### config.mk
export PLATFORM = sky130hd
export DESIGN_NAME = apb_xfer_ctrl_flat
export DESIGN_NICKNAME = d
export VERILOG_FILES = /design/src/rtl/apb_pkg.sv /design/src/rtl/apb_xfer_ctrl_if.sv /design/src/rtl/apb_timeout_cnt.sv /design/src/rtl/apb_xfer_ctrl.sv /design/src/flat_wrapper.sv
export SDC_FILE = /design/constraint.sdc
export NUM_CORES = 1
export LEC_CHECK = 0
export CAP_MARGIN = 20
export CORE_MARGIN = 2
export CORE_UTILIZATION = 33
export CTS_BUF_LIST = sky130_fd_sc_hd__clkbuf_4
export CTS_CLUSTER_DIAMETER = 200
export DETAILED_ROUTE_END_ITERATION = 8
export PLACE_DENSITY = 0.74
export SLEW_MARGIN = 25
export SYNTH_ARGS = -nofsm -noshare
export SYNTH_HDL_FRONTEND = slang
export SYNTH_SLANG_ARGS = --single-unit
### constraint.sdc
create_clock -name apb_clk -period 6.4 [get_ports apb_clk]
set_clock_uncertainty 0.1 [all_clocks]
set_input_delay 0.64 -clock apb_clk [delete_from_list [all_inputs] [get_ports apb_clk]]
set_output_delay 0.64 -clock apb_clk [all_outputs]
set_load 0.05 [all_outputs]
### src/rtl/apb_pkg.sv
// Shared definitions for the APB transfer sequencer: packet field map, FSM encoding
// and the response packet builder.
package apb_pkg;

  localparam int RAH_PACKET_WIDTH = 48;

  localparam int CMD_WRITE_BIT = 47;
  localparam int CMD_IDX_MSB   = 46;
  localparam int CMD_IDX_LSB   = 44;
  localparam int CMD_ADDR_MSB  = 43;
  localparam int CMD_ADDR_LSB  = 32;
  localparam int CMD_DATA_MSB  = 31;
  localparam int CMD_DATA_LSB  = 0;

  localparam logic [1:0] ST_IDLE   = 2'd0;
  localparam logic [1:0] ST_SETUP  = 2'd1;
  localparam logic [1:0] ST_ACCESS = 2'd2;
  localparam logic [1:0] ST_RESP   = 2'd3;

  // Response: write, slverr, timeout, slave idx, word address, read data.
  function automatic logic [RAH_PACKET_WIDTH-1:0] build_resp(
    input logic        write,
    input logic        slverr,
    input logic        timeout,
    input logic [2:0]  idx,
    input logic [11:0] addr,
    input logic [31:0] rdata
  );
    build_resp = {write, slverr, timeout, idx, addr[11:2], rdata};
  endfunction

endpackage

### src/rtl/apb_xfer_ctrl_if.sv
// Command, APB and response-FIFO signals of the transfer sequencer.
// master = the sequencer side, slave = the environment around it.
interface apb_xfer_ctrl_if #(
  parameter int NUM_SLAVES = 4
);
  logic                                  cmd_valid;
  logic [apb_pkg::RAH_PACKET_WIDTH-1:0]  cmd_data;
  logic                                  cmd_ready;
  logic [NUM_SLAVES-1:0]                 psel;
  logic                                  penable;
  logic                                  pwrite;
  logic [11:0]                           paddr;
  logic [31:0]                           pwdata;
  logic [31:0]                           prdata;
  logic                                  pready;
  logic                                  pslverr;
  logic                                  pp_rd_fifo_full;
  logic                                  pp_rd_fifo_en;
  logic [apb_pkg::RAH_PACKET_WIDTH-1:0]  pp_rd_fifo_data;
  logic                                  busy;

  modport master (
    input  cmd_valid, cmd_data, prdata, pready, pslverr, pp_rd_fifo_full,
    output cmd_ready, psel, penable, pwrite, paddr, pwdata, pp_rd_fifo_en, pp_rd_fifo_data, busy
  );

  modport slave (
    output cmd_valid, cmd_data, prdata, pready, pslverr, pp_rd_fifo_full,
    input  cmd_ready, psel, penable, pwrite, paddr, pwdata, pp_rd_fifo_en, pp_rd_fifo_data, busy
  );
endinterface

### src/rtl/apb_timeout_cnt.sv
// ACCESS-phase cycle counter: cleared outside ACCESS, flags the last allowed cycle.
module apb_timeout_cnt #(
  parameter int LIMIT = 256
) (
  input  logic apb_clk,
  input  logic apb_rst_n,
  input  logic i_clr,
  input  logic i_en,
  output logic o_expire
);
  localparam int          W    = (LIMIT > 1) ? $clog2(LIMIT) : 1;
  localparam logic [W-1:0] LAST = W'(LIMIT - 1);

  logic [W-1:0] r_cnt;

  // Count ACCESS cycles, holding at the limit.
  always_ff @(posedge apb_clk or negedge apb_rst_n) begin
    if (!apb_rst_n) begin
      r_cnt <= '0;
    end else if (i_clr) begin
      r_cnt <= '0;
    end else if (i_en && (r_cnt != LAST)) begin
      r_cnt <= r_cnt + W'(1);
    end else begin
      r_cnt <= r_cnt;
    end
  end

  assign o_expire = i_en && (r_cnt == LAST);
endmodule

### src/rtl/apb_xfer_ctrl.sv
// APB3 transfer sequencer: one command in, one SETUP/ACCESS transfer, one response pushed.
// Define APB_TIMEOUT_EN to build the ACCESS-phase timeout.
module apb_xfer_ctrl
  import apb_pkg::*;
#(
  parameter int NUM_SLAVES     = 4,
  parameter int TIMEOUT_CYCLES = 256
) (
  input  logic            apb_clk,
  input  logic            apb_rst_n,
  apb_xfer_ctrl_if.master bus
);
  logic [1:0]                  r_state, w_next;
  logic [RAH_PACKET_WIDTH-1:0] r_cmd, w_cmd, r_resp, w_resp;
  logic [NUM_SLAVES-1:0]       r_psel, w_psel, w_onehot;
  logic [11:0]                 r_paddr, w_addr;
  logic [31:0]                 r_pwdata;
  logic [2:0]                  w_idx;
  logic r_cmd_ready, r_penable, r_pwrite, r_fifo_en, r_busy;
  logic w_accept, w_idx_ok, w_done, w_expire, w_fifo_en, w_wr;

  assign w_accept = (r_state == ST_IDLE) && bus.cmd_valid && r_cmd_ready;
  assign w_cmd    = w_accept ? bus.cmd_data : r_cmd;
  assign w_wr     = w_cmd[CMD_WRITE_BIT];
  assign w_idx    = w_cmd[CMD_IDX_MSB:CMD_IDX_LSB];
  assign w_addr   = w_cmd[CMD_ADDR_MSB:CMD_ADDR_LSB];
  assign w_idx_ok = ({1'b0, w_idx} < 4'(NUM_SLAVES));
  assign w_onehot = NUM_SLAVES'(1'b1) << w_idx;
  assign w_done   = (r_state == ST_ACCESS) && (bus.pready || w_expire);

`ifdef APB_TIMEOUT_EN
  apb_timeout_cnt #(.LIMIT(TIMEOUT_CYCLES)) u_timeout_cnt (
    .apb_clk  (apb_clk),
    .apb_rst_n(apb_rst_n),
    .i_clr    (r_state != ST_ACCESS),
    .i_en     (r_state == ST_ACCESS),
    .o_expire (w_expire)
  );
`else
  // Without the timeout option ACCESS only ends on pready.
  assign w_expire = (TIMEOUT_CYCLES < 1);
`endif

  // State register.
  always_ff @(posedge apb_clk or negedge apb_rst_n) begin
    if (!apb_rst_n) begin
      r_state <= ST_IDLE;
    end else begin
      r_state <= w_next;
    end
  end

  // Next-state logic; an out-of-range slave skips the bus phases entirely.
  always_comb begin
    w_next = r_state;
    case (r_state)
      ST_IDLE:   if (w_accept) w_next = w_idx_ok ? ST_SETUP : ST_RESP; else w_next = ST_IDLE;
      ST_SETUP:  w_next = ST_ACCESS;
      ST_ACCESS: if (w_done) w_next = ST_RESP; else w_next = ST_ACCESS;
      ST_RESP:   if (r_fifo_en) w_next = ST_IDLE; else w_next = ST_RESP;
      default:   w_next = ST_IDLE;
    endcase
  end

  // Output decode: next-cycle values of the registered outputs.
  always_comb begin
    w_psel    = '0;
    w_fifo_en = 1'b0;
    w_resp    = r_resp;
    if ((w_next == ST_SETUP) || (w_next == ST_ACCESS)) w_psel = w_onehot;
    else w_psel = '0;
    if (!bus.pp_rd_fifo_full && (w_done || ((r_state == ST_RESP) && !r_fifo_en))) w_fifo_en = 1'b1;
    else w_fifo_en = 1'b0;
    if (w_accept && !w_idx_ok)
      w_resp = build_resp(w_wr, 1'b1, 1'b0, w_idx, w_addr, 32'h0000_0000);
    else if (w_done && bus.pready)
      w_resp = build_resp(w_wr, bus.pslverr, 1'b0, w_idx, w_addr, w_wr ? 32'h0000_0000 : bus.prdata);
    else if (w_done)
      w_resp = build_resp(w_wr, 1'b0, 1'b1, w_idx, w_addr, 32'h0000_0000);
    else
      w_resp = r_resp;
  end

  // Output registers; bus address/data/direction only change on a valid accept.
  always_ff @(posedge apb_clk or negedge apb_rst_n) begin
    if (!apb_rst_n) begin
      r_cmd       <= '0;
      r_resp      <= '0;
      r_psel      <= '0;
      r_penable   <= 1'b0;
      r_pwrite    <= 1'b0;
      r_paddr     <= 12'h000;
      r_pwdata    <= 32'h0000_0000;
      r_cmd_ready <= 1'b0;
      r_fifo_en   <= 1'b0;
      r_busy      <= 1'b0;
    end else begin
      r_cmd       <= w_cmd;
      r_resp      <= w_resp;
      r_psel      <= w_psel;
      r_penable   <= (w_next == ST_ACCESS);
      r_cmd_ready <= (w_next == ST_IDLE);
      r_fifo_en   <= w_fifo_en;
      r_busy      <= (w_next != ST_IDLE);
      if (w_accept && w_idx_ok) begin
        r_paddr  <= w_addr;
        r_pwdata <= w_cmd[CMD_DATA_MSB:CMD_DATA_LSB];
        r_pwrite <= w_wr;
      end else begin
        r_paddr  <= r_paddr;
        r_pwdata <= r_pwdata;
        r_pwrite <= r_pwrite;
      end
    end
  end

  assign bus.cmd_ready       = r_cmd_ready;
  assign bus.psel            = r_psel;
  assign bus.penable         = r_penable;
  assign bus.pwrite          = r_pwrite;
  assign bus.paddr           = r_paddr;
  assign bus.pwdata          = r_pwdata;
  assign bus.pp_rd_fifo_en   = r_fifo_en;
  assign bus.pp_rd_fifo_data = r_resp;
  assign bus.busy            = r_busy;
endmodule
### src/flat_wrapper.sv
// flat-port wrapper written by rule: the top's interface ports become plain ports
module apb_xfer_ctrl_flat import apb_pkg::*;
#(
  parameter int NUM_SLAVES     = 4,
  parameter int TIMEOUT_CYCLES = 256
)
  (apb_clk, apb_rst_n, bus_cmd_valid, bus_cmd_data, bus_prdata, bus_pready, bus_pslverr, bus_pp_rd_fifo_full, bus_cmd_ready, bus_psel, bus_penable, bus_pwrite, bus_paddr, bus_pwdata, bus_pp_rd_fifo_en, bus_pp_rd_fifo_data, bus_busy);
  apb_xfer_ctrl_if #(.NUM_SLAVES(NUM_SLAVES)) bus_i ();
  input  logic apb_clk;
  input  logic apb_rst_n;
  input wire logic [$bits(bus_i.cmd_valid)-1:0] bus_cmd_valid;
  input wire logic [$bits(bus_i.cmd_data)-1:0] bus_cmd_data;
  input wire logic [$bits(bus_i.prdata)-1:0] bus_prdata;
  input wire logic [$bits(bus_i.pready)-1:0] bus_pready;
  input wire logic [$bits(bus_i.pslverr)-1:0] bus_pslverr;
  input wire logic [$bits(bus_i.pp_rd_fifo_full)-1:0] bus_pp_rd_fifo_full;
  output wire logic [$bits(bus_i.cmd_ready)-1:0] bus_cmd_ready;
  output wire logic [$bits(bus_i.psel)-1:0] bus_psel;
  output wire logic [$bits(bus_i.penable)-1:0] bus_penable;
  output wire logic [$bits(bus_i.pwrite)-1:0] bus_pwrite;
  output wire logic [$bits(bus_i.paddr)-1:0] bus_paddr;
  output wire logic [$bits(bus_i.pwdata)-1:0] bus_pwdata;
  output wire logic [$bits(bus_i.pp_rd_fifo_en)-1:0] bus_pp_rd_fifo_en;
  output wire logic [$bits(bus_i.pp_rd_fifo_data)-1:0] bus_pp_rd_fifo_data;
  output wire logic [$bits(bus_i.busy)-1:0] bus_busy;
  assign bus_i.cmd_valid = bus_cmd_valid;
  assign bus_i.cmd_data = bus_cmd_data;
  assign bus_i.prdata = bus_prdata;
  assign bus_i.pready = bus_pready;
  assign bus_i.pslverr = bus_pslverr;
  assign bus_i.pp_rd_fifo_full = bus_pp_rd_fifo_full;
  assign bus_cmd_ready = bus_i.cmd_ready;
  assign bus_psel = bus_i.psel;
  assign bus_penable = bus_i.penable;
  assign bus_pwrite = bus_i.pwrite;
  assign bus_paddr = bus_i.paddr;
  assign bus_pwdata = bus_i.pwdata;
  assign bus_pp_rd_fifo_en = bus_i.pp_rd_fifo_en;
  assign bus_pp_rd_fifo_data = bus_i.pp_rd_fifo_data;
  assign bus_busy = bus_i.busy;
  apb_xfer_ctrl #(.NUM_SLAVES(NUM_SLAVES), .TIMEOUT_CYCLES(TIMEOUT_CYCLES)) u_core (.apb_clk(apb_clk), .apb_rst_n(apb_rst_n), .bus(bus_i));
endmodule
-- Word-level counts from Yosys, hierarchy flattened
Cells that the tools add are included.
W data, S select, Z words.
- register bits after elaboration: 151
- input port bits: 86
- output and inout port bits: 101
- word-level logic and storage cells: 47
- magnitude comparators: 1
- equal/unequal tests: 5
- shift-type cells: 1
- multiplexer cells: 12
- reduce and logical (&&, ||, !) cells: 17
- operator list (operator ; count):
    $mux W48 ; 4
    $mux W32 ; 1
    $logic_and A1 B1 Y1 ; 8
    $pmux W2 S4 ; 1
    $eq A2 B2 Y1 const B ; 3
    $mux W2 ; 3
    $eq A2 B1 Y1 const B ; 2
    $logic_not A2 Y1 ; 2
    $mux W4 ; 1
    $shl A1 B3 Y4 const A ; 1
    $logic_not A1 Y1 ; 3
    $lt A3 B3 Y1 const B ; 1
    $reduce_bool A3 Y1 ; 1
    $logic_or A1 B1 Y1 ; 2
    $mux W1 ; 2
    $reduce_bool A2 Y1 ; 1

-- Logic depth before layout (Yosys ltp)
Gate-level depths: netlist of the first run.
- word-level depth: 11
- mapped depth: 9
- gate-level depth less buffers: 6

-- Worst setup path after synthesis of the first run
Ideal clock, no wire load.
- path kind: reg2reg
- start point: register u_core.r_cmd_ready (netlist: u_core.bus.cmd_ready)
- end point: register u_core.r_psel[0] (netlist: u_core.bus.psel[0])
- library setup time: 101 ps
- arrival: 2086 ps
- required time: 6199 ps
- setup slack: 4113 ps
- stages on the path, launching flop included: 10
- period minus slack after synthesis: 2287 ps
- cells stage by stage: dfrtp_1 > nor4bb_2 > buf_6 > buf_4 > buf_4 > nand2_1 > and2_1 > ha_1 > inv_1 > nor4_1
- word-level cells in the longest chain between the ends: 9
- RTL lines (what ; line ; RTL):
    from (decl) ; apb_xfer_ctrl.sv:19 ; logic r_cmd_ready, r_penable, r_pwrite, r_fifo_en, r_busy;
    from (signal assigned) ; apb_xfer_ctrl.sv:102 ; r_cmd_ready <= (w_next == ST_IDLE);
    $logic_and A1 B1 Y1 * ; apb_xfer_ctrl.sv:22 ; assign w_accept = (r_state == ST_IDLE) && bus.cmd_valid && r_cmd_ready;
    $mux W48 ; apb_xfer_ctrl.sv:23 ; assign w_cmd = w_accept ? bus.cmd_data : r_cmd;
    $lt A3 B3 Y1 ; apb_xfer_ctrl.sv:27 ; assign w_idx_ok = ({1'b0, w_idx} < 4'(NUM_SLAVES));
    $mux W2 (2 in a row) ; apb_xfer_ctrl.sv:57 ; ST_IDLE: if (w_accept) w_next = w_idx_ok ? ST_SETUP : ST_RESP; else w_next = ST_IDLE;
    $pmux W2 S4 ; apb_xfer_ctrl.sv:56 ; case (r_state)
    $eq A2 B1 Y1 or $eq A2 B2 Y1 (tied branches) ; apb_xfer_ctrl.sv:70 ; if ((w_next == ST_SETUP) || (w_next == ST_ACCESS)) w_psel = w_onehot;
    $logic_or A1 B1 Y1 ; apb_xfer_ctrl.sv:70 ;
    $mux W4 * ; apb_xfer_ctrl.sv:70 ;
    net u_core.w_psel[0] ; apb_xfer_ctrl.sv:15 ; logic [NUM_SLAVES-1:0] r_psel, w_psel, w_onehot;
    to (signal assigned) ; apb_xfer_ctrl.sv:100 ; r_psel <= w_psel;
    to (decl) ; apb_xfer_ctrl.sv:15 ;
Mark *: on every way through the listed nets, which the timed path passes. The rest lies on a longest branch.
A chain may end at the register's enable or synchronous reset.

-- Final worst setup path of the first run
- start point: input port bus_cmd_valid
- end point: register u_core.r_paddr[0] (netlist: u_core.bus.paddr[0])
- word-level cells in the longest chain between the ends: 5
- RTL lines (what ; line ; RTL):
    from (decl) ; flat_wrapper.sv:11 ; input wire logic [$bits(bus_i.cmd_valid)-1:0] bus_cmd_valid;
    $logic_and A1 B1 Y1 * (2 in a row) ; apb_xfer_ctrl.sv:22 ;
    $mux W48 ; apb_xfer_ctrl.sv:23 ;
    $lt A3 B3 Y1 ; apb_xfer_ctrl.sv:27 ;
    $logic_and A1 B1 Y1 ; apb_xfer_ctrl.sv:105 ; if (w_accept && w_idx_ok) begin
    to (signal assigned) ; apb_xfer_ctrl.sv:106 ; r_paddr <= w_addr;
    to (signal assigned) ; apb_xfer_ctrl.sv:110 ; r_paddr <= r_paddr;
    to (decl) ; apb_xfer_ctrl.sv:16 ; logic [11:0] r_paddr, w_addr;
Every way passes the cells marked *; elsewhere a longest branch is shown, timed or not.

==> results of run 1 <==
==> power groups by stage <==
stage / clock network [W] / logic (W) / registers, W
after floorplan: 0 / 0.000438 / 0.00207
after global placement: 0 / 0.00199 / 0.00119
after detailed placement: 0 / 0.00201 / 0.00119
after CTS: 0.000572 / 0.00202 / 0.00118
after global routing: 0.000610 / 0.00209 / 0.00122
final: 0.000546 / 0.00200 / 0.00118
==> final timing paths <==
| kind | to | slack, ns | cells past startpoint |
|---|---|---|---|
| setup / recovery | u_core.bus.paddr[0] | 3.65 | 5 |
| min in group asynchronous | u_core.bus.pwdata[21] | 0.55 | 2 |
| hold / removal | u_core.r_cmd[43] | 0.40 | 1 |
| hold reg to reg | u_core.r_cmd[43] | 0.40 | 1 |
| max in group asynchronous | u_core.bus.pp_rd_fifo_data[8] | 4.59 | 3 |
| setup reg to reg | u_core.bus.paddr[0] | 3.81 | 4 |
==> through the flow <==
stage	instances	hold slack (ns)	worst slack [ns]	area (um2)	util, %
after CTS	657	0.407	3.68	6840	49.8
after detailed placement	624	0.383	3.10	6530	47.6
after floorplan	272	0.244	4.11	4580	-
after global routing	657	0.419	3.60	6840	49.9
final	657	0.402	3.65	6840	49.9
after global placement	624	0.379	3.19	6530	47.6
==> logic make-up after synthesis <==
| family | count (synthesis) | share of synthesized area, % |
|---|---|---|
| muxes | 73 | 21.2 |
| and+or+nand+nor | 22 | 3.36 |
| AOI/OAI and AO/OA | 36 | 6.69 |
| adders and majority gates | 3 | 0.820 |
| buffers and inverters | 21 | 4.04 |
| DFF | 117 | 63.9 |
==> metal layers <==
metal	GRT usage, %	vias up	share of wire [%]
met5	0	-	0
met3	7.30	10	9.9
met4	5.17	0	1.5
li1	-	1368	-
met1	18.4	1527	43
met2	21.1	141	45
==> cell usage in the layout, fill, tap and decap left out, types with 2 or more instances in the layout <==
master / n
mux2_2: 31
buf_4: 3
dfrtp_1: 117
mux2i_1: 2
o21ai_0: 2
inv_1: 3
nor2b_1: 3
nand2_1: 5
nor4b_2: 2
nor4_1: 2
clkinvlp_4: 4
clkdlybuf4s50_1: 185
clkinv_1: 2
clkbuf_4: 18
mux2_4: 40
clkinv_2: 3
bufinv_16: 3
ha_1: 3
a22o_1: 32
and2_1: 2
==> state kept, by name, summed over array words and instances (netlist names) <==
name	flops
u_core.bus.pp_rd_fifo_data	48
u_core.bus.pwdata	32
u_core.bus.paddr	12
u_core.r_cmd	14
u_core.r_state	2
u_core.bus.psel	4
u_core.bus.penable	1
u_core.bus.pwrite	1
u_core.bus.pp_rd_fifo_en	1
u_core.bus.cmd_ready	1
u_core.bus.busy	1
==> critical path: stages <==
cell	delay, ns
clkdlybuf4s50_1	0.51
nor4bb_4	0.28
buf_4	0.30
and2b_4	0.82
mux2_2	0.41
==> cell type report <==
type,instances,share of cell area [%]
sequential,117,42.8
timing repair buffer,190,27.7
multi-input combinational,134,21.7
tap,180,3.29
clock inverter,14,2.34
clock buffer,18,1.97
inverter,4,0.219
==> cell usage after synthesis <==
| cell type | n | area (um2) |
|---|---|---|
| a22o_1 | 32 | 280 |
| nor2_1 | 2 | 7.51 |
| nand4b_1 | 1 | 8.76 |
| buf_1 | 2 | 7.51 |
| nand2_1 | 5 | 18.8 |
| ha_1 | 3 | 37.5 |
| inv_1 | 3 | 11.3 |
| mux2i_1 | 2 | 20.0 |
| nand3_1 | 1 | 5.00 |
| and2_1 | 2 | 12.5 |
| nor4b_2 | 2 | 30.0 |
| nand3b_1 | 1 | 7.51 |
| and2b_4 | 1 | 10.0 |
| nand2b_1 | 1 | 6.26 |
| mux2_4 | 40 | 601 |
| buf_4 | 2 | 15.0 |
| inv_2 | 1 | 3.75 |
| dfrtp_1 | 117 | 2930 |
| o311ai_0 | 1 | 8.76 |
| clkbuf_1 | 4 | 15.0 |
| o21ai_0 | 2 | 10.0 |
| nor4_1 | 2 | 12.5 |
| a21o_1 | 1 | 7.51 |
| buf_2 | 2 | 10.0 |
| mux2_2 | 31 | 349 |
| nor2b_1 | 3 | 18.8 |
| buf_12 | 5 | 100 |
| buf_6 | 2 | 22.5 |
| nor4bb_2 | 1 | 16.3 |
==> timing repair <==
| action | in CTS | in global routing |
|---|---|---|
| hold endpoints to repair | 39 | 0 |
| setup endpoints to repair | 0 | 0 |
| hold buffers | 1 | 0 |
==> flow_summary.yaml, run 1 <==
floorplan:
  die_h_um: 122
  initial_utilization_pct: 33.4
  core_um2: 13700
  rows: 43
  io-pin-count: 187
  dieArea_um2: 14800
  die_w_um: 122
detailed_routing:
  drt_wl_total_mm: 10.4
  firstDrtPassIters: 4
  drc: 0
  vias: 3046
  via_per_inst: 4.64
  drtIter0Drc: 158
  drtAntennaViolNets: 0
  wl_per_cell_um: 15.8
cts:
  clkSlewWorstSetupHoldPaths_ns: 0.10
  postCtsResizedCells: 0
  cts_setup_buffers: 0
  cts_max_level: 4
  clock-sinks: 117
  cts_tree: "done"
  clockRootBuffer: "clkbuf_4"
  clk_latency_ns: 0.49
  cts-buffers-inserted: 17
  max-clock-path-buffers: 2
run:
  cap_violations: 0
outcome:
  status: "finished clean"
sta:
  worstMarginPinSlew_ns: 0.984
  finalSetupViolations: 0
  hold_violations: 0
  relSlewSlack_pct: 34.4
  grt_setup_unrepaired: "no"
  drv_slew: 0
  fmax_mhz: 363
  period_share_pct: 43.0
  fin_setup_tns_ns: 0
  period_needed_ns: 2.75
finish:
  n_fill_cell: 1191
  seq_area_um2: 2930
  drive_gt1_share_pct: 23.3
  area_growth_pct: 49.4
  antenna_cells: 0
  multi_input_area_um2: 1480
  nets: 553
logic_synthesis:
  syn-instance-count: 272
  synth_area_um2: 4580
  ys_warn_count: 0
  seq_area_frac_synth_pct: 63.9
  yosysUniqueCellTypes: 29
  syn_nets: 361
  avgSynthCellArea_um2: 16.8
  synth-seq-cells: 117
power_and_ir_drop:
  pwr-share-seq_pct: 31.7
  p_leak_nw: 3.06
  power_density_nw_per_um2: 545
  p_clk_share_pct: 14.6
  total_power_w: 0.00373
  ir_drop_uv: 258
  p_int_w: 0.00206
  p_sw_share_pct: 44.9
  combPwrFrac_pct: 53.6
  power_switching_w: 0.00167
setup_path:
  crit_required_ns: 6.67
  cp_max_fo: 45
  critPathKind: "in2reg"
  crit_path_end_kind: "flop"
  setup.worst_path.start: "bus_cmd_valid"
  critPathArrivalTime_ns: 3.02
  reg2reg_from: "u_core.r_state[1]"
  critPathLaunchType: "input port"
global_route:
  grt_overflow: 0
  grt_usage_pct: 14.4
  grt_pass1_vias: 3167
  grt_max_degree: 79
  grt_first_pass_wirelength_mm: 16.4
  antenna_found_initial: 0
min_path:
  min_from: "u_core.r_cmd[43]"
  hold_path_class: "reg2reg"
place:
  gp_congestion: 0.794
  post-dp-hpwl_mm: 7.27
  io_buffers: 186
Note: power is estimated with default switching activity, not from simulation.
==> run 2, diff against run 1 <==
clock period = 2.8 ns   (was 6.4 ns; I/O delays follow)
==> run 2 against run 1 <==
Sequential power grew 130%. Routed wire length grew 0.97%. Clock power grew 120%. First-iteration DRC count shrank 35%. Critical path depth grew 1. Utilization grew 0.34 points. Highest routed layer unchanged. Critical endpoint is now u_core.bus.psel[0].
==> flow_summary.yaml, run 2 (synthesis results as in run 1) <==
power_and_ir_drop:
  p_leak_nw: 3.10
  combPwrFrac_pct: 54.3
  power_switching_w: 0.00381
  pwr-share-seq_pct: 31.7
  power_density_nw_per_um2: 1240
  ir_drop_uv: 815
  p_int_w: 0.00471
  p_clk_share_pct: 14.0
  p_sw_share_pct: 44.7
cts:
  clkSlewWorstSetupHoldPaths_ns: 0.10
  cts_tree: "done"
  cts_max_level: 4
  max-clock-path-buffers: 2
  clk_latency_ns: 0.48
  clock-sinks: 117
  cts_setup_buffers: 0
  clockRootBuffer: "clkbuf_4"
  hold_buffers: 1
  cts-buffers-inserted: 17
  postCtsResizedCells: 0
floorplan:
  io-pin-count: 187
  initial_utilization_pct: 33.4
  die_h_um: 122
  core_um2: 13700
  die_w_um: 122
  dieArea_um2: 14800
  rows: 43
finish:
  final_common_cell: "clkdlybuf4s50_1"
  n_fill_cell: 1157
  final_area_um2: 6890
  largest_reg_flops: 48
  mostFrequentLayoutCells: "clkdlybuf4s50_1, dfrtp_1, mux2_4"
  final_cells: 661
  area_growth_pct: 50.4
  nets: 558
  drive_gt1_share_pct: 23.3
  antenna_cells: 0
setup_path:
  reg2reg_from: "u_core.r_state[1]"
  endpoint: "u_core.bus.psel[0]"
  crit_required_ns: 3.08
  critPathLaunchType: "flop"
  setup.worst_path.start: "u_core.r_state[1]"
  r2r_slack_ns: 0.55
  cp_max_fo: 7
  critPathArrivalTime_ns: 2.53
  critPathKind: "reg2reg"
  crit_path_end_kind: "flop"
  reg2regPathDepth: 6
  r2r-end: "u_core.bus.psel[0]"
sta:
  hold_violations: 0
  finalSetupViolations: 0
  period_share_pct: 80.4
  relSlewSlack_pct: 60.0
  worstMarginPinSlew_ns: 0.601
  fin_setup_tns_ns: 0
  grt_setup_unrepaired: "no"
  drv_slew: 0
  period_needed_ns: 2.25
  fmax_mhz: 444
detailed_routing:
  firstDrtPassIters: 4
  drc: 0
  drt_wl_total_mm: 10.5
  drtAntennaViolNets: 0
  drtIter0Drc: 102
  vias: 2982
  via_per_inst: 4.51
  wl_per_cell_um: 15.8
global_route:
  grt_max_degree: 47
  grt_overflow: 0
  grt_usage_pct: 14.5
  grt_pass1_vias: 3228
  grt_first_pass_wirelength_mm: 16.5
  antenna_found_initial: 0
place:
  post-dp-hpwl_mm: 7.48
  place_inst: 629
  placed_cell_area_um2: 6600
  io_buffers: 186
  gp_congestion: 0.760
outcome:
  status: "finished clean"
min_path:
  hold_path_class: "in2reg"
run:
  cap_violations: 0
run 2: cell types whose count changed in the layout (fill, tap and decap cells not counted), sizes merged:
| cell | delta |
|---|---|
| buf | +5 |
| inv | -1 |
| clkinv | +3 |
| clkinvlp | -3 |
run 2: power groups by stage:
stage	combinational (W)	sequential (W)	clock, W
6_report	0.00462	0.00270	0.00119
2_1_floorplan	0.00100	0.00472	0
5_1_grt	0.00482	0.00279	0.00134
3_5_place_dp	0.00465	0.00273	0
4_1_cts	0.00467	0.00271	0.00125
3_3_place_gp	0.00460	0.00270	0
run 2: worst min path at each step:
stage | slack (ns) | startpoint | depth (start not counted) | to
2_1_floorplan | -0.12 | apb_rst_n | 0 | u_core.bus.busy
3_3_place_gp | 0.22 | apb_rst_n | 1 | u_core.bus.pp_rd_fifo_data[3]
3_5_place_dp | 0.23 | apb_rst_n | 1 | u_core.bus.pp_rd_fifo_data[8]
4_1_cts | 0.15 | bus_pp_rd_fifo_full | 2 | u_core.bus.pp_rd_fifo_en
5_1_grt | 0.16 | bus_pp_rd_fifo_full | 2 | u_core.bus.pp_rd_fifo_en
6_report | 0.23 | bus_pp_rd_fifo_full | 2 | u_core.bus.pp_rd_fifo_en
run 2: stage by stage:
| step | util (%) | total power (W) | setup slack [ns] | hold slack (ns) |
|---|---|---|---|---|
| 6_report | 50.2 | 0.00852 | 0.550 | 0.226 |
| 5_1_grt | 50.2 | 0.00894 | 0.397 | 0.156 |
| 4_1_cts | 50.2 | 0.00863 | 0.595 | 0.152 |
| 3_5_place_dp | 48.1 | 0.00738 | 0.282 | 0.229 |
| 3_3_place_gp | 48.1 | 0.00730 | 0.443 | 0.222 |
| 2_1_floorplan | - | 0.00573 | 0.513 | -0.116 |
run 2: final cells by class:
cell class	count	area, um2	share of cell area (%)
clock buffer	18	135	1.96
multi-input combinational	134	1480	21.5
tap	180	225	3.27
inverter	4	15.0	0.218
clock inverter	13	140	2.03
sequential	117	2930	42.5
timing repair buffer	195	1970	28.6
run 2: worst max-delay path, stage by stage, from the launching register on:
cell	delay, ns
dfrtp_1	0.47
nor4bb_4	0.46
nand2_1	0.22
and2_1	0.21
ha_1	0.28
inv_1	0.09
nor4_1	0.32
run 2: layer usage:
layer | share of wire [%] | vias to the layer above | GRT usage (%)
li1 | - | 1376 | -
met3 | 9.0 | 6 | 6.23
met2 | 47 | 129 | 22.8
met1 | 43 | 1471 | 18.1
met5 | 0 | - | 0
met4 | 0.83 | 0 | 4.24
==> run 3, diff against run 2 <==
clock period = 2.2 ns   (was 2.8 ns; I/O delays follow)
==> run 3 against run 2 <==
Register-to-register slack worse by 0.34 ns. Critical path depth decreased by 5. Largest power group unchanged. Non-clock buffer count grew 10. Via count up 1.0%. Cell count grew 1.4%.
==> flow_summary.yaml, run 3 (synthesis results as in run 1) <==
outcome:
  status: "finished clean"
finish:
  nets: 568
  n_fill_cell: 1154
  mostFrequentLayoutCells: "clkdlybuf4s50_1, dfrtp_1, mux2_4"
  largest_reg_flops: 48
  final_common_cell: "clkdlybuf4s50_1"
  drive_gt1_share_pct: 24.9
  antenna_cells: 0
  area_growth_pct: 51.2
cts:
  hold_buffers: 1
  cts_setup_buffers: 0
  postCtsResizedCells: 0
  clock-sinks: 117
  max-clock-path-buffers: 2
  clkSlewWorstSetupHoldPaths_ns: 0.09
  clk_latency_ns: 0.51
  cts_tree: "done"
  cts_max_level: 4
  clockRootBuffer: "clkbuf_4"
  cts-buffers-inserted: 17
setup_path:
  crit_path_end_kind: "output pin"
  critPathLaunchType: "flop"
  critPathKind: "reg2out"
  critPathArrivalTime_ns: 1.72
  path_buf_inv: 1
  crit_required_ns: 1.88
  slowest_delay_ns: 0.82
  path_delay_family: "buffers and inverters"
  cp_max_fo: 2
  cp_cell_sequence: "clkdlybuf4s50_1"
  r2r_slack_ns: 0.21
  worst_path_max_delay_cell: "clkdlybuf4s50_1"
sta:
  drv_slew: 0
  worstMarginPinSlew_ns: 0.549
  hold_violations: 0
  period_needed_ns: 2.04
  relSlewSlack_pct: 63.3
  fin_setup_tns_ns: 0
  grt_setup_unrepaired: "no"
  period_share_pct: 92.7
  setup_slack_ns: 0.160
  finalSetupViolations: 0
  fmax_mhz: 490
global_route:
  grt_first_pass_wirelength_mm: 16.9
  antenna_found_initial: 0
  grt_overflow: 0
  grt_pass1_vias: 3271
  grt_max_degree: 47
  grt_usage_pct: 15.2
power_and_ir_drop:
  power_density_nw_per_um2: 1540
  p_leak_nw: 3.13
  ir_drop_uv: 758
  total_power_w: 0.0107
min_path:
  hold_path_class: "in2async"
floorplan:
  core_um2: 13700
  io-pin-count: 187
  rows: 43
  die_w_um: 122
  dieArea_um2: 14800
  die_h_um: 122
  initial_utilization_pct: 33.4
detailed_routing:
  drt_wl_total_mm: 10.9
  drtIter0Drc: 103
  firstDrtPassIters: 4
  via_per_inst: 4.50
  drc: 0
  drtAntennaViolNets: 0
  vias: 3013
  wl_per_cell_um: 16.3
run:
  cap_violations: 0
place:
  dp_slack_ns: -0.0502
  gp_congestion: 0.772
  io_buffers: 186
  post-dp-hpwl_mm: 7.85
## run 3: cell types whose count changed in the layout (fill, tap and decap cells not counted), sizes merged
cell,delta
buf,+10
bufinv,-2
clkbuf,+3
clkinv,-1
clkinvlp,-1
## run 3: cell type report
type / instances / area (um2) / area share [%]
well taps: 180 / 225 / 3.25
clock inverters: 9 / 63.8 / 0.922
inverters: 4 / 15.0 / 0.217
flip-flops and latches: 117 / 2930 / 42.3
multi-input cells: 134 / 1480 / 21.4
repair buffers: 205 / 2050 / 29.7
clock buffers: 21 / 158 / 2.28
## run 3: per-stage QoR
| step | cells | cell area, um2 | hold WS [ns] | util [%] |
|---|---|---|---|---|
| 2_1_floorplan | 272 | 4580 | -0.176 | - |
| 3_3_place_gp | 639 | 6690 | 0.0965 | 48.8 |
| 3_5_place_dp | 639 | 6690 | 0.102 | 48.8 |
| 4_1_cts | 670 | 6920 | 0.0362 | 50.5 |
| 5_1_grt | 670 | 6920 | 0.0880 | 50.5 |
| 6_report | 670 | 6920 | 0.105 | 50.5 |
## run 3: routing by layer
| layer | GRT usage [%] | vias up | wire length [um] |
|---|---|---|---|
| li1 | - | 1396 | - |
| met1 | 18.6 | 1484 | 4680 |
| met2 | 24.0 | 120 | 5230 |
| met3 | 5.71 | 13 | 852 |
| met4 | 6.61 | 0 | 157 |
| met5 | 0 | - | 0 |
## run 3: report_power, final
group	internal [W]	leakage, nW	switching, W
Clock	0.000574	0.130	0.000723
Combinational	0.00230	1.45	0.00364
Sequential	0.00298	1.55	0.000474
## run 3: worst paths after layout
kind	start	to	depth (start not counted)
max	u_core.bus.paddr[9]	bus_paddr[9]	1
min	apb_rst_n	u_core.bus.pwdata[1]	2
max reg2reg	u_core.r_state[1]	u_core.bus.psel[0]	6
min reg2reg	u_core.bus.pp_rd_fifo_data[45]	u_core.bus.pp_rd_fifo_data[45]	1
max in group asynchronous	apb_rst_n	u_core.bus.cmd_ready	3
min in group apb_clk	bus_pp_rd_fifo_full	u_core.bus.pp_rd_fifo_en	2
